==> src/rtl/branch_resolve_stage_pkg.sv <==
// Shared decode constants and FSM encoding for the execute-side branch resolver.
package branch_resolve_stage_pkg;

  localparam logic [31:0] NOOP_WORD = 32'h3b000099;

  localparam logic [3:0] OP_BRANCH = 4'h6;
  localparam logic [3:0] OP_JAL    = 4'hB;

  // Field positions within the instruction word
  localparam int unsigned FUNC_LSB    = 28;
  localparam int unsigned OPC_LSB     = 24;
  localparam int unsigned BR_RS1_LSB  = 20;
  localparam int unsigned BR_RS2_LSB  = 16;
  localparam int unsigned JAL_RS1_LSB = 16;
  localparam int unsigned IMM_LSB     = 0;

  localparam logic [3:0] FN_F    = 4'h0;
  localparam logic [3:0] FN_EQ   = 4'h1;
  localparam logic [3:0] FN_LT   = 4'h2;
  localparam logic [3:0] FN_LTE  = 4'h3;
  localparam logic [3:0] FN_EQZ  = 4'h5;
  localparam logic [3:0] FN_LTZ  = 4'h6;
  localparam logic [3:0] FN_LTEZ = 4'h7;
  localparam logic [3:0] FN_T    = 4'h8;
  localparam logic [3:0] FN_NE   = 4'h9;
  localparam logic [3:0] FN_GTE  = 4'hA;
  localparam logic [3:0] FN_GT   = 4'hB;
  localparam logic [3:0] FN_NEZ  = 4'hD;
  localparam logic [3:0] FN_GTEZ = 4'hE;
  localparam logic [3:0] FN_GTZ  = 4'hF;

  typedef enum logic [1:0] {
    ST_IDLE    = 2'd0,
    ST_OPERAND = 2'd1,
    ST_RESOLVE = 2'd2
  } brs_state_t;

endpackage

==> src/rtl/branch_resolve_stage_cond.sv <==
// branch_cond_eval: combinational signed branch-condition evaluator with illegal-func flag.
module branch_cond_eval
  import branch_resolve_stage_pkg::*;
#(
  parameter int DBITS = 32
) (
  input  logic [3:0]       i_func,
  input  logic [DBITS-1:0] i_a,
  input  logic [DBITS-1:0] i_b,
  output logic             o_taken,
  output logic             o_illegal
);

  logic w_a_neg;
  logic w_a_zero;
  logic w_eq;
  logic w_lt;

  assign w_a_neg  = i_a[DBITS-1];
  assign w_a_zero = (i_a == '0);
  assign w_eq     = (i_a == i_b);
  assign w_lt     = ($signed(i_a) < $signed(i_b));

  always_comb begin
    o_taken   = 1'b0;
    o_illegal = 1'b0;
    case (i_func)
      FN_F:    o_taken = 1'b0;
      FN_EQ:   o_taken = w_eq;
      FN_LT:   o_taken = w_lt;
      FN_LTE:  o_taken = w_lt | w_eq;
      FN_T:    o_taken = 1'b1;
      FN_NE:   o_taken = ~w_eq;
      FN_GTE:  o_taken = ~w_lt;
      FN_GT:   o_taken = ~w_lt & ~w_eq;
      FN_EQZ:  o_taken = w_a_zero;
      FN_LTZ:  o_taken = w_a_neg;
      FN_LTEZ: o_taken = w_a_neg | w_a_zero;
      FN_NEZ:  o_taken = ~w_a_zero;
      FN_GTEZ: o_taken = ~w_a_neg;
      FN_GTZ:  o_taken = ~w_a_neg & ~w_a_zero;
      default: o_illegal = 1'b1;  // funcs 4 and C
    endcase
  end

endmodule

==> src/rtl/branch_resolve_stage.sv <==
// Execute-side branch/JAL resolver: IDLE -> OPERAND -> RESOLVE, redirect valid in RESOLVE.
// Optional BRANCH_STATS_EN adds saturating taken/not-taken BRANCH counters.
module branch_resolve_stage
  import branch_resolve_stage_pkg::*;
#(
  parameter int DBITS  = 32,
  parameter int REGIDX = 4
) (
  input  logic              clk,
  input  logic              reset,
  input  logic [DBITS-1:0]  instruction,
  input  logic [DBITS-1:0]  pc,
  output logic [REGIDX-1:0] rs1Idx,
  output logic [REGIDX-1:0] rs2Idx,
  input  logic [DBITS-1:0]  rs1Data,
  input  logic [DBITS-1:0]  rs2Data,
  output logic              execStageCmp,
  output logic [DBITS-1:0]  execStageImm,
  output logic [DBITS-1:0]  execStageRs1,
  output logic              redirectValid,
  output logic              protocolError
`ifdef BRANCH_STATS_EN
  ,
  output logic [15:0]       takenCount,
  output logic [15:0]       notTakenCount
`endif
);

  brs_state_t r_state;
  brs_state_t w_next;

  logic [31:0]      r_instr;
  logic             r_cmp;
  logic [DBITS-1:0] r_imm;
  logic [DBITS-1:0] r_rs1;
  logic             r_perr;

  logic       w_is_noop;
  logic [3:0] w_in_op;
  logic       w_capture;
  logic       w_lat_branch;
  logic       w_taken;
  logic       w_illegal;
  logic       w_unused_pc;

  assign w_unused_pc  = ^pc;
  assign w_is_noop    = (instruction[31:0] == NOOP_WORD);
  assign w_in_op      = instruction[OPC_LSB +: 4];
  // NOOP shares the JAL opcode, so the full-word match gates capture
  assign w_capture    = (r_state == ST_IDLE) && !w_is_noop &&
                        ((w_in_op == OP_BRANCH) || (w_in_op == OP_JAL));
  assign w_lat_branch = (r_instr[OPC_LSB +: 4] == OP_BRANCH);

  branch_cond_eval #(
    .DBITS (DBITS)
  ) u_cond (
    .i_func    (r_instr[FUNC_LSB +: 4]),
    .i_a       (rs1Data),
    .i_b       (rs2Data),
    .o_taken   (w_taken),
    .o_illegal (w_illegal)
  );

  always_comb begin
    w_next = r_state;
    rs1Idx = '0;
    rs2Idx = '0;
    case (r_state)
      ST_IDLE: begin
        if (w_capture) w_next = ST_OPERAND;
      end
      ST_OPERAND: begin
        w_next = ST_RESOLVE;
        if (w_lat_branch) begin
          rs1Idx = REGIDX'(r_instr[BR_RS1_LSB +: 4]);
          rs2Idx = REGIDX'(r_instr[BR_RS2_LSB +: 4]);
        end else begin
          rs1Idx = REGIDX'(r_instr[JAL_RS1_LSB +: 4]);
        end
      end
      ST_RESOLVE: w_next = ST_IDLE;
      default:    w_next = ST_IDLE;
    endcase
  end

  always_ff @(posedge clk or posedge reset) begin
    if (reset) r_state <= ST_IDLE;
    else       r_state <= w_next;
  end

  always_ff @(posedge clk or posedge reset) begin
    if (reset) begin
      r_instr <= '0;
      r_cmp   <= 1'b0;
      r_imm   <= '0;
      r_rs1   <= '0;
      r_perr  <= 1'b0;
    end else begin
      if (w_capture) r_instr <= instruction[31:0];
      if (r_state == ST_OPERAND) begin
        r_cmp <= w_lat_branch ? w_taken : 1'b1;
        r_imm <= {{(DBITS-18){r_instr[IMM_LSB+15]}}, r_instr[IMM_LSB +: 16], 2'b00};
        r_rs1 <= rs1Data;
        if (w_lat_branch && w_illegal) r_perr <= 1'b1;
      end
      if (((r_state == ST_OPERAND) || (r_state == ST_RESOLVE)) && !w_is_noop)
        r_perr <= 1'b1;
    end
  end

  assign execStageCmp  = r_cmp;
  assign execStageImm  = r_imm;
  assign execStageRs1  = r_rs1;
  assign redirectValid = (r_state == ST_RESOLVE);
  assign protocolError = r_perr;

`ifdef BRANCH_STATS_EN
  logic [15:0] r_taken_cnt;
  logic [15:0] r_ntaken_cnt;

  always_ff @(posedge clk or posedge reset) begin
    if (reset) begin
      r_taken_cnt  <= '0;
      r_ntaken_cnt <= '0;
    end else if ((r_state == ST_RESOLVE) && w_lat_branch) begin
      if (r_cmp) begin
        if (r_taken_cnt != '1) r_taken_cnt <= r_taken_cnt + 16'd1;
      end else begin
        if (r_ntaken_cnt != '1) r_ntaken_cnt <= r_ntaken_cnt + 16'd1;
      end
    end
  end

  assign takenCount    = r_taken_cnt;
  assign notTakenCount = r_ntaken_cnt;
`endif

endmodule

==> config.mk <==
export PLATFORM = sky130hd
export DESIGN_NAME = branch_resolve_stage
export DESIGN_NICKNAME = d
export VERILOG_FILES = /design/src/rtl/branch_resolve_stage_pkg.sv /design/src/rtl/branch_resolve_stage_cond.sv /design/src/rtl/branch_resolve_stage.sv
export SDC_FILE = /design/constraint.sdc
export NUM_CORES = 1
export LEC_CHECK = 0
export BUFFER_PORTS_ARGS = -buffer_cell sky130_fd_sc_hd__buf_2
export CORE_MARGIN = 4
export CORE_UTILIZATION = 52
export DETAILED_ROUTE_END_ITERATION = 8
export GPL_ROUTABILITY_DRIVEN = 1
export PLACE_DENSITY = 0.9
export SETUP_SLACK_MARGIN = 0.2
export SKIP_LAST_GASP = 1
export SLEW_MARGIN = 20
export SYNTH_ARGS = -nofsm -noshare
export SYNTH_HDL_FRONTEND = slang
export SYNTH_SLANG_ARGS = --single-unit
==> constraint.sdc <==
create_clock -name clk -period 5.5 [get_ports clk]
set_input_delay 0.55 -clock clk [delete_from_list [all_inputs] [get_ports clk]]
set_output_delay 0.55 -clock clk [all_outputs]
set_load 0.005 [all_outputs]
== Yosys cells after proc, flatten, opt, wreduce, memory -nomap -nowiden ==
Cells that the tools add are included.

* Order comparisons: 1
* Equal/unequal tests: 21
* Mux-type cells: 12
* Bitwise operators: 8
* Reductions and logical operators: 14

{| class="wikitable"
|+ Operator list
! kind !! count
|-
| $eq A32 B30 Y1 const B || 1
|-
| $eq A32 B32 Y1 || 1
|-
| $eq A4 B4 Y1 const B || 8
|-
| $logic_not A32 Y1 || 1
|-
| $lt A32 B32 Y1 || 1
|-
| $eq A4 B3 Y1 const B || 5
|-
| $mux W4 || 4
|-
| $reduce_or A14 Y1 || 1
|-
| $pmux W1 S13 || 1
|-
| $eq A4 B2 Y1 const B || 2
|-
| $mux W1 || 5
|-
| $eq A4 B1 Y1 const B || 1
|-
| $logic_and A1 B1 Y1 || 4
|-
| $logic_not A4 Y1 || 1
|-
| $not A1 Y1 || 4
|-
| $pmux W2 S2 || 1
|-
| $reduce_bool A2 Y1 || 2
|-
| $and A1 B1 Y1 || 2
|-
| $eq A2 B1 Y1 const B || 1
|-
| $eq A2 B2 Y1 const B || 1
|-
| $logic_not A2 Y1 || 1
|-
| $logic_or A1 B1 Y1 || 2
|-
| $mux W2 || 1
|-
| $ne A2 B2 Y1 const B || 1
|-
| 3 further kinds || 4
|}

* Bits in registers: 84
* Output and inout bits: 75
* Logic and storage cells: 62

== Longest topological paths before layout ==
Gate-level depths: netlist (run 1).

* Depth after elaboration: 7
* Depth in mapped cells: 9

== By module ==
From an unflattened synthesis (run 1), not the netlist that was laid out.

* Cells, all modules: 379
* Area, all modules: 4670.7 µm²

{| class="wikitable"
|+ By module, submodules not included
! module !! instances !! cells an instance !! area an instance (µm²) !! sequential area each (µm²)
|-
| branch_resolve_stage || 1 || 237 || 3673.5 || 2102.0
|-
| branch_cond_eval || 1 || 142 || 997.2 || 0.0
|}

== Least setup slack after synthesis (run 1) ==
Ideal clock, no wire load.

* Path type: input-to-reg
* Start: in instruction[5]
* End: reg r_instr[10]
* Library setup time: 0.125 ns
* Data arrival time: 2.127 ns
* Required time: 5.375 ns
* Path slack: 3.248 ns
* Stages on the path: 6
* Path buffers: 1
* Cells stage by stage: or4_1 -> nor4_1 -> nand4_1 -> nand4_4 -> buf_6 -> mux2_4

* Word-level cells in the longest chain between the ends: 4

{| class="wikitable"
|+ Ends and longest elaborated chain
! element !! line !! RTL
|-
| start, declared || branch_resolve_stage.sv:11 || <nowiki>input logic [DBITS-1:0] instruction,</nowiki>
|-
| $eq A32 B30 Y1 || branch_resolve_stage.sv:47 || <nowiki>assign w_is_noop = (instruction[31:0] == NOOP_WORD);</nowiki>
|-
| $logic_not A1 Y1 || branch_resolve_stage.sv:50 || <nowiki>assign w_capture = (r_state == ST_IDLE) && !w_is_noop &&</nowiki>
|-
| $logic_and A1 B1 Y1 (2 in series) || branch_resolve_stage.sv:50 ||
|-
| end signal, assigned || branch_resolve_stage.sv:99 || <nowiki>if (w_capture) r_instr <= instruction[31:0];</nowiki>
|-
| end, declared || branch_resolve_stage.sv:32 || <nowiki>logic [31:0] r_instr;</nowiki>
|}

Every way passes these cells.
A chain may end at the register's enable or synchronous reset.

== Worst setup path in the final report (run 1) ==
* Start: reg r_state[1]
* End: out rs2Idx[2]

* Word-level cells in the longest chain between the ends: 2

{| class="wikitable"
|+ Ends and longest elaborated chain
! element !! line !! RTL
|-
| start, declared || branch_resolve_stage.sv:29 || <nowiki>brs_state_t r_state;</nowiki>
|-
| start signal, assigned || branch_resolve_stage.sv:88 || <nowiki>else r_state <= w_next;</nowiki>
|-
| $eq A2 B1 Y1 || branch_resolve_stage.sv:68 || <nowiki>case (r_state)</nowiki>
|-
| $mux W4 || branch_resolve_stage.sv:68 ||
|-
| end, declared || branch_resolve_stage.sv:14 || <nowiki>output logic [REGIDX-1:0] rs2Idx,</nowiki>
|}

Every way passes these cells.

==> results of run 1 <==
-- sequential cells by signal, summed over array words and instances, names as in the netlist --
name	flops
r_state	2
execStageImm	16
execStageCmp	1
execStageRs1	32
protocolError	1
r_instr	32
-- layout make-up --
| type | instances | area share (%) |
|---|---|---|
| tap | 108 | 2.386 |
| clock inverter | 6 | 1.281 |
| multi-input combinational | 238 | 39.13 |
| sequential | 84 | 37.12 |
| clock buffer | 10 | 2.254 |
| inverter | 37 | 2.475 |
| timing repair buffer | 172 | 15.36 |
-- critical path: cells and delay by family (launching register included) --
| family | cells | cell delay, ps |
|---|---|---|
| fa+ha+maj | 1 | 650 |
| buf+inv | 3 | 680 |
| flops | 1 | 410 |
| simple gates | 1 | 230 |
-- logic make-up after synthesis --
family / share of synthesized area [%]
AO/OA/AOI/OAI: 4.976
adder cells (fa/ha/maj): 9.465
buffers and inverters: 6.814
flip-flops: 45.43
multiplexers: 22.58
other: 0.08105
AND/OR/NAND/NOR: 10.65
-- power by group --
group,internal [uW],switching (uW),leakage [uW]
logic,612,412,0.00186
clock network,215,237,0.0000910
registers,923,186,0.000987
total,1750,835,0.00293
-- final timing paths --
| kind | startpoint | to | slack (ps) | cells after the start |
|---|---|---|---|---|
| max in group asynchronous | reset | r_instr[25]$_DFFE_PP0P_ | 4570 | 3 |
| min reg2reg | protocolError$_DFFE_PP0P_ | protocolError$_DFFE_PP0P_ | 480 | 2 |
| min | reset | execStageRs1[8]$_DFFE_PP0P_ | 390 | 3 |
| max reg2reg | r_state[1]$_DFFE_PP0P_ | execStageCmp$_DFFE_PP0P_ | 2900 | 8 |
| max | r_state[1]$_DFFE_PP0P_ | rs2Idx[2] | 2600 | 5 |
| min in group clk | instruction[6] | r_instr[6]$_DFFE_PP0P_ | 440 | 2 |
-- metal layers --
layer / routed length [um] / part of all wire, % / vias up / global-route usage, %
li1: - / - / 1681 / -
met1: 4631 / 41 / 1756 / 27.32
met2: 5745 / 51 / 112 / 38.13
met3: 639 / 5.7 / 14 / 4.846
met4: 180 / 1.6 / 0 / 7.064
met5: 0 / 0 / - / 0
-- cells in the final DEF, fill, tap and decap left out, drive strengths merged, types with 2 or more instances in the layout --
master,synthesis,routed
nor4,12,12
a21oi,12,12
and3,5,5
ha,35,35
clkbuf,4,10
and2,2,2
nor3,4,4
nor2,9,9
nand4,12,12
conb,1,2
mux2i,5,5
o21ai,7,7
nand2,14,14
mux2,79,79
nand3b,2,2
nand2b,2,2
nor2b,6,6
o21a,2,2
inv,37,38
and4,3,3
dfrtp,84,84
a21boi,2,2
clkinvlp,0,3
buf,21,172
a31oi,2,2
nand3,5,5
-- stage by stage --
stage          cells  setup WS [ps]
6_report         655           2603
3_5_place_dp     639           2581
4_1_cts          655           2563
3_3_place_gp     639           2580
2_1_floorplan    384           2785
5_1_grt          655           2458
==> flow_summary.yaml, run 1 <==
status:
  status: "finished clean"
cts:
  clockBufferDepth: 2
  clk_pin_slew_ps: 90
  insertion_delay_ps: 350
  htreeDepth: 3
  ctsHoldBuffers: 0
  cts_tree: "yes"
  clock_sinks: 84
  cts_resized: 0
  cts_root_buf: "clkbuf_8"
  post-cts-setup-buffers: 0
  cts-buffers-inserted: 9
setup_path:
  path_class: "reg2out"
  arrival_ps: 2350
  cp_slowest_cell: "ha_2"
  endpoint_kind: "output port"
  critical-path-max-stage-delay_ps: 650
  crit_chain: "inv_1 > ha_2 > buf_4 > and3_1 > buf_2"
  crit_fanout: 33
  required_ps: 4950
  cp-start-kind: "flip-flop"
timing:
  setup_tns_ps: 0
  drv_slew: 0
  hold_slack_ps: 385.7
  hold_viol_final: 0
  rsz0062_at_grt: "false"
  fmax_ghz: 0.3452
  slew_headroom_pct: 44.40
  setup_viol: 0
  skew_ps: 13.22
  finalCriticalPeriod_ps: 2897
  worstMarginPinSlew_ps: 832.3
  period_share_pct: 52.66
yosys:
  synth-edff-count: 0
  yosysTopAreaCellShare_pct: 45.43
  synth_area_leaders: "dfrtp_1 (45%), mux2_2 (12%), ha_1 (9.5%)"
  ys_warn_count: 0
  synth-main-ff-cell: "dfrtp_1"
  synth_common_cells: "dfrtp_1 (84), mux2_2 (51), inv_1 (36), ha_1 (35), mux2_4 (28)"
  syn_area_per_cell_um2: 12.08
  synthCells: 383
  ys_types: 48
  netlist_area_um2: 4627
  seq_area_frac_synth_pct: 45.43
  async_flop_share_pct: 100.0
  synth_area_leader_cell: "dfrtp_1"
  ys_ff_latch: 84
  synth_most_common_cell: "dfrtp_1"
final_layout:
  antennaDiodeCount: 0
  drive_above_1_share_pct: 49.54
  fin_nets: 707
  seq_area_um2: 2102
  fin_util_pct: 65.25
  final_cell_area_um2: 5663
  area_delta_synth_final_pct: 22.39
  fillers: 661
  multi_input_area_um2: 2216
route:
  wl_per_cell_um: 17.09
  drt_iter0_drc: 117
  antenna_left: 0
  wl_um: 11200
  vias: 3563
  route.detailed.drc: 0
  via_per_inst: 5.440
  drtPass1Iterations: 5
grt:
  antenna_found_initial: 0
  grt_usage_pct: 21.99
  gr-total-overflow: 0
  grt_pass1_vias: 3757
  grt_max_degree: 85
  grt_pass1_wl_um: 18090
pwr:
  irDropWorstVdd_v: 0.0002583
  leakage_uw: 0.002934
  total_power_uw: 2585
  cellPowerDensity_nw_per_um2: 456.5
floorplanning:
  start_util_pct: 53.32
  dieHeight_um: 102.3
  rows: 34
  die-area_um2: 10470
  ios: 205
  die_w_um: 102.3
  core_um2: 8678
placed_design:
  place_congestion: 0.8520
  post_dp_cell_area_um2: 5459
  dp_hpwl_um: 8604
  port_buffers: 170
job:
  drv_cap: 0
hold_path:
  hp-class: "in2async"
No activity file was read; power rests on OpenSTA's default activity.
==> inputs of run 2 (changes only) <==
--- a/config.mk
+++ b/config.mk
@@ -7,10 +7,10 @@
 export LEC_CHECK = 0
 export BUFFER_PORTS_ARGS = -buffer_cell sky130_fd_sc_hd__buf_2
 export CORE_MARGIN = 4
-export CORE_UTILIZATION = 52
+export CORE_UTILIZATION = 43
 export DETAILED_ROUTE_END_ITERATION = 8
 export GPL_ROUTABILITY_DRIVEN = 1
-export PLACE_DENSITY = 0.9
+export PLACE_DENSITY = 0.8
 export SETUP_SLACK_MARGIN = 0.2
 export SKIP_LAST_GASP = 1
 export SLEW_MARGIN = 20
==> constraint.sdc (replaced) <==
create_clock -name clk -period 2.4 [get_ports clk]
set_input_delay 0.24 -clock clk [delete_from_list [all_inputs] [get_ports clk]]
set_output_delay 0.24 -clock clk [all_outputs]
set_load 0.005 [all_outputs]
==> run 2 against run 1 <==
Net effect: the run now ends with hold timing left; wire length is 3.3% higher; die area is 19% higher; count of clock-buffer cells in the layout stayed put; final area is 2.9% higher; hold slack worse by 390 ps; clock skew is 2.4 ps lower; via count is 0.79% higher; worst setup slack worse by 2200 ps; register-to-register slack worse by 2400 ps; global-route usage is 3.1 points lower; critical path type unchanged.
==> flow_summary.yaml, run 2 (synthesized netlist as in run 1, its figures left out) <==
final_layout:
  layout_commonest_cell: "buf_2"
  fillers: 902
  drive_above_1_share_pct: 50.27
  area_delta_synth_final_pct: 25.88
  antennaDiodeCount: 0
  fin_nets: 713
  mostFrequentLayoutCells: "buf_2 (170), dfrtp_1 (84), mux2_2 (51), inv_1 (35), ha_1 (34)"
cts:
  clockBufferDepth: 2
  cts_tree: "yes"
  cts-buffers-inserted: 9
  htreeDepth: 3
  cts_resized: 0
  post-cts-setup-buffers: 0
  clk_pin_slew_ps: 90
  clock_sinks: 84
  ctsHoldBuffers: 0
  cts_root_buf: "clkbuf_8"
  insertion_delay_ps: 360
floorplanning:
  die_w_um: 111.7
  die-area_um2: 12480
  start_util_pct: 44.42
  dieHeight_um: 111.7
  ios: 205
  rows: 37
  core_um2: 10420
setup_path:
  endpoint_kind: "output port"
  cp-startpoint: "r_instr[27]$_DFFE_PP0P_"
  r2r_slack_ps: 530
  cp-endpoint: "rs1Idx[1]"
  cp-start-kind: "flip-flop"
  crit_fanout: 8
  arrival_ps: 1730
  required_ps: 2160
  path_class: "reg2out"
  r2r_end: "execStageImm[11]$_DFFE_PP0P_"
  r2r_cells: 4
  timing.rr.start: "r_state[1]$_DFFE_PP0P_"
timing:
  finalCriticalPeriod_ps: 1965
  hold_slack_ps: -3.286
  worstMarginPinSlew_ps: 754.2
  rsz0062_at_grt: "false"
  slew_headroom_pct: 49.62
  hold_viol_final: 3
  fmax_ghz: 0.5089
  skew_ps: 10.79
  setup_viol: 0
  setup_tns_ps: 0
  period_share_pct: 81.88
  drv_slew: 0
route:
  via_per_inst: 5.212
  drtPass1Iterations: 4
  route.detailed.drc: 0
  wl_um: 11560
  drt_iter0_drc: 129
  antenna_left: 0
  vias: 3591
  wl_per_cell_um: 16.78
status:
  violations: "hold timing"
  status: "finished, violations left"
grt:
  grt_usage_pct: 18.93
  antenna_found_initial: 0
  grt_pass1_wl_um: 19200
  gr-total-overflow: 0
  grt_pass1_vias: 3927
  grt_max_degree: 38
placed_design:
  dp_hpwl_um: 9273
  place_congestion: 0.8455
  port_buffers: 170
pwr:
  pwr-share-comb_pct: 39.2
  leakage_uw: 0.002998
  irDropWorstVdd_v: 0.0005192
  p_sw_share_pct: 31.78
  cellPowerDensity_nw_per_um2: 1053
  internal_power_uw: 4183
  pwr-share-seq_pct: 41.5
  p_clk_share_pct: 19.3
  power.switching_uw: 1949
hold_path:
  hp-class: "in2async"
job:
  drv_cap: 0
-- run 2: changes by cell type in the layout (fill, tap and decap cells not counted) --
| cell | delta |
|---|---|
| buf_12 | +4 |
| buf_4 | +3 |
| buf_6 | -1 |
| bufinv_16 | +1 |
| clkbuf_1 | -1 |
| clkbuf_8 | +1 |
| clkinv_2 | -1 |
-- run 2: power by group through the flow --
stage	combinational, uW	sequential (uW)	clock (uW)
global placement	2350	2520	0
detailed placement	2440	2580	0
CTS	2450	2550	1210
global route	2640	2650	1280
floorplan	1570	2530	0
finish	2410	2540	1180
-- run 2: stage by stage --
| step | setup WS (ps) | area [um^2] | std cells | total power, uW | util [%] |
|---|---|---|---|---|---|
| after floorplan | 458.1 | 4634 | 384 | 4102 | - |
| after global placement | 75.61 | 5592 | 673 | 4868 | 53.68 |
| after detailed placement | 34.81 | 5592 | 673 | 5013 | 53.68 |
| after CTS | 368.1 | 5824 | 689 | 6214 | 55.92 |
| after global routing | 290.9 | 5824 | 689 | 6573 | 55.92 |
| final | 434.9 | 5824 | 689 | 6132 | 55.92 |
-- run 2: layout make-up --
cell class	count	area (um^2)	share of cell area [%]
clock inverters	6	95.09	1.633
repair buffers	178	960.9	16.50
flip-flops and latches	84	2102	36.09
clock buffers	10	137.6	2.363
multi-input cells	238	2216	38.05
inverters	37	142.6	2.449
well taps	136	170.2	2.922
-- run 2: worst min path at each step --
stage | start | slack, ps | end | cells after the start
after CTS | reset | 10 | execStageRs1[13]$_DFFE_PP0P_ | 2
after detailed placement | reset | 420 | execStageRs1[12]$_DFFE_PP0P_ | 2
after floorplan | instruction[24] | 330 | r_instr[26]$_DFFE_PP0P_ | 1
final | reset | -3 | execStageRs1[10]$_DFFE_PP0P_ | 2
after global placement | reset | 410 | execStageRs1[10]$_DFFE_PP0P_ | 2
after global routing | reset | 40 | execStageRs1[13]$_DFFE_PP0P_ | 2
-- run 2: metal layers --
metal	wire (um)	vias up	part of all wire, %	track usage [%]
li1	-	1685	-	-
met3	700	26	6.1	5.217
met2	5830	124	50	32.09
met4	275	0	2.4	7.543
met5	0	-	0	0
met1	4757	1756	41	22.79
-- run 2: critical path, stage by stage (launching register included) --
cell,delay [ps]
dfrtp_1,410
nor4b_4,340
buf_4,230
mux2i_1,210
nor2b_1,60
buf_2,120
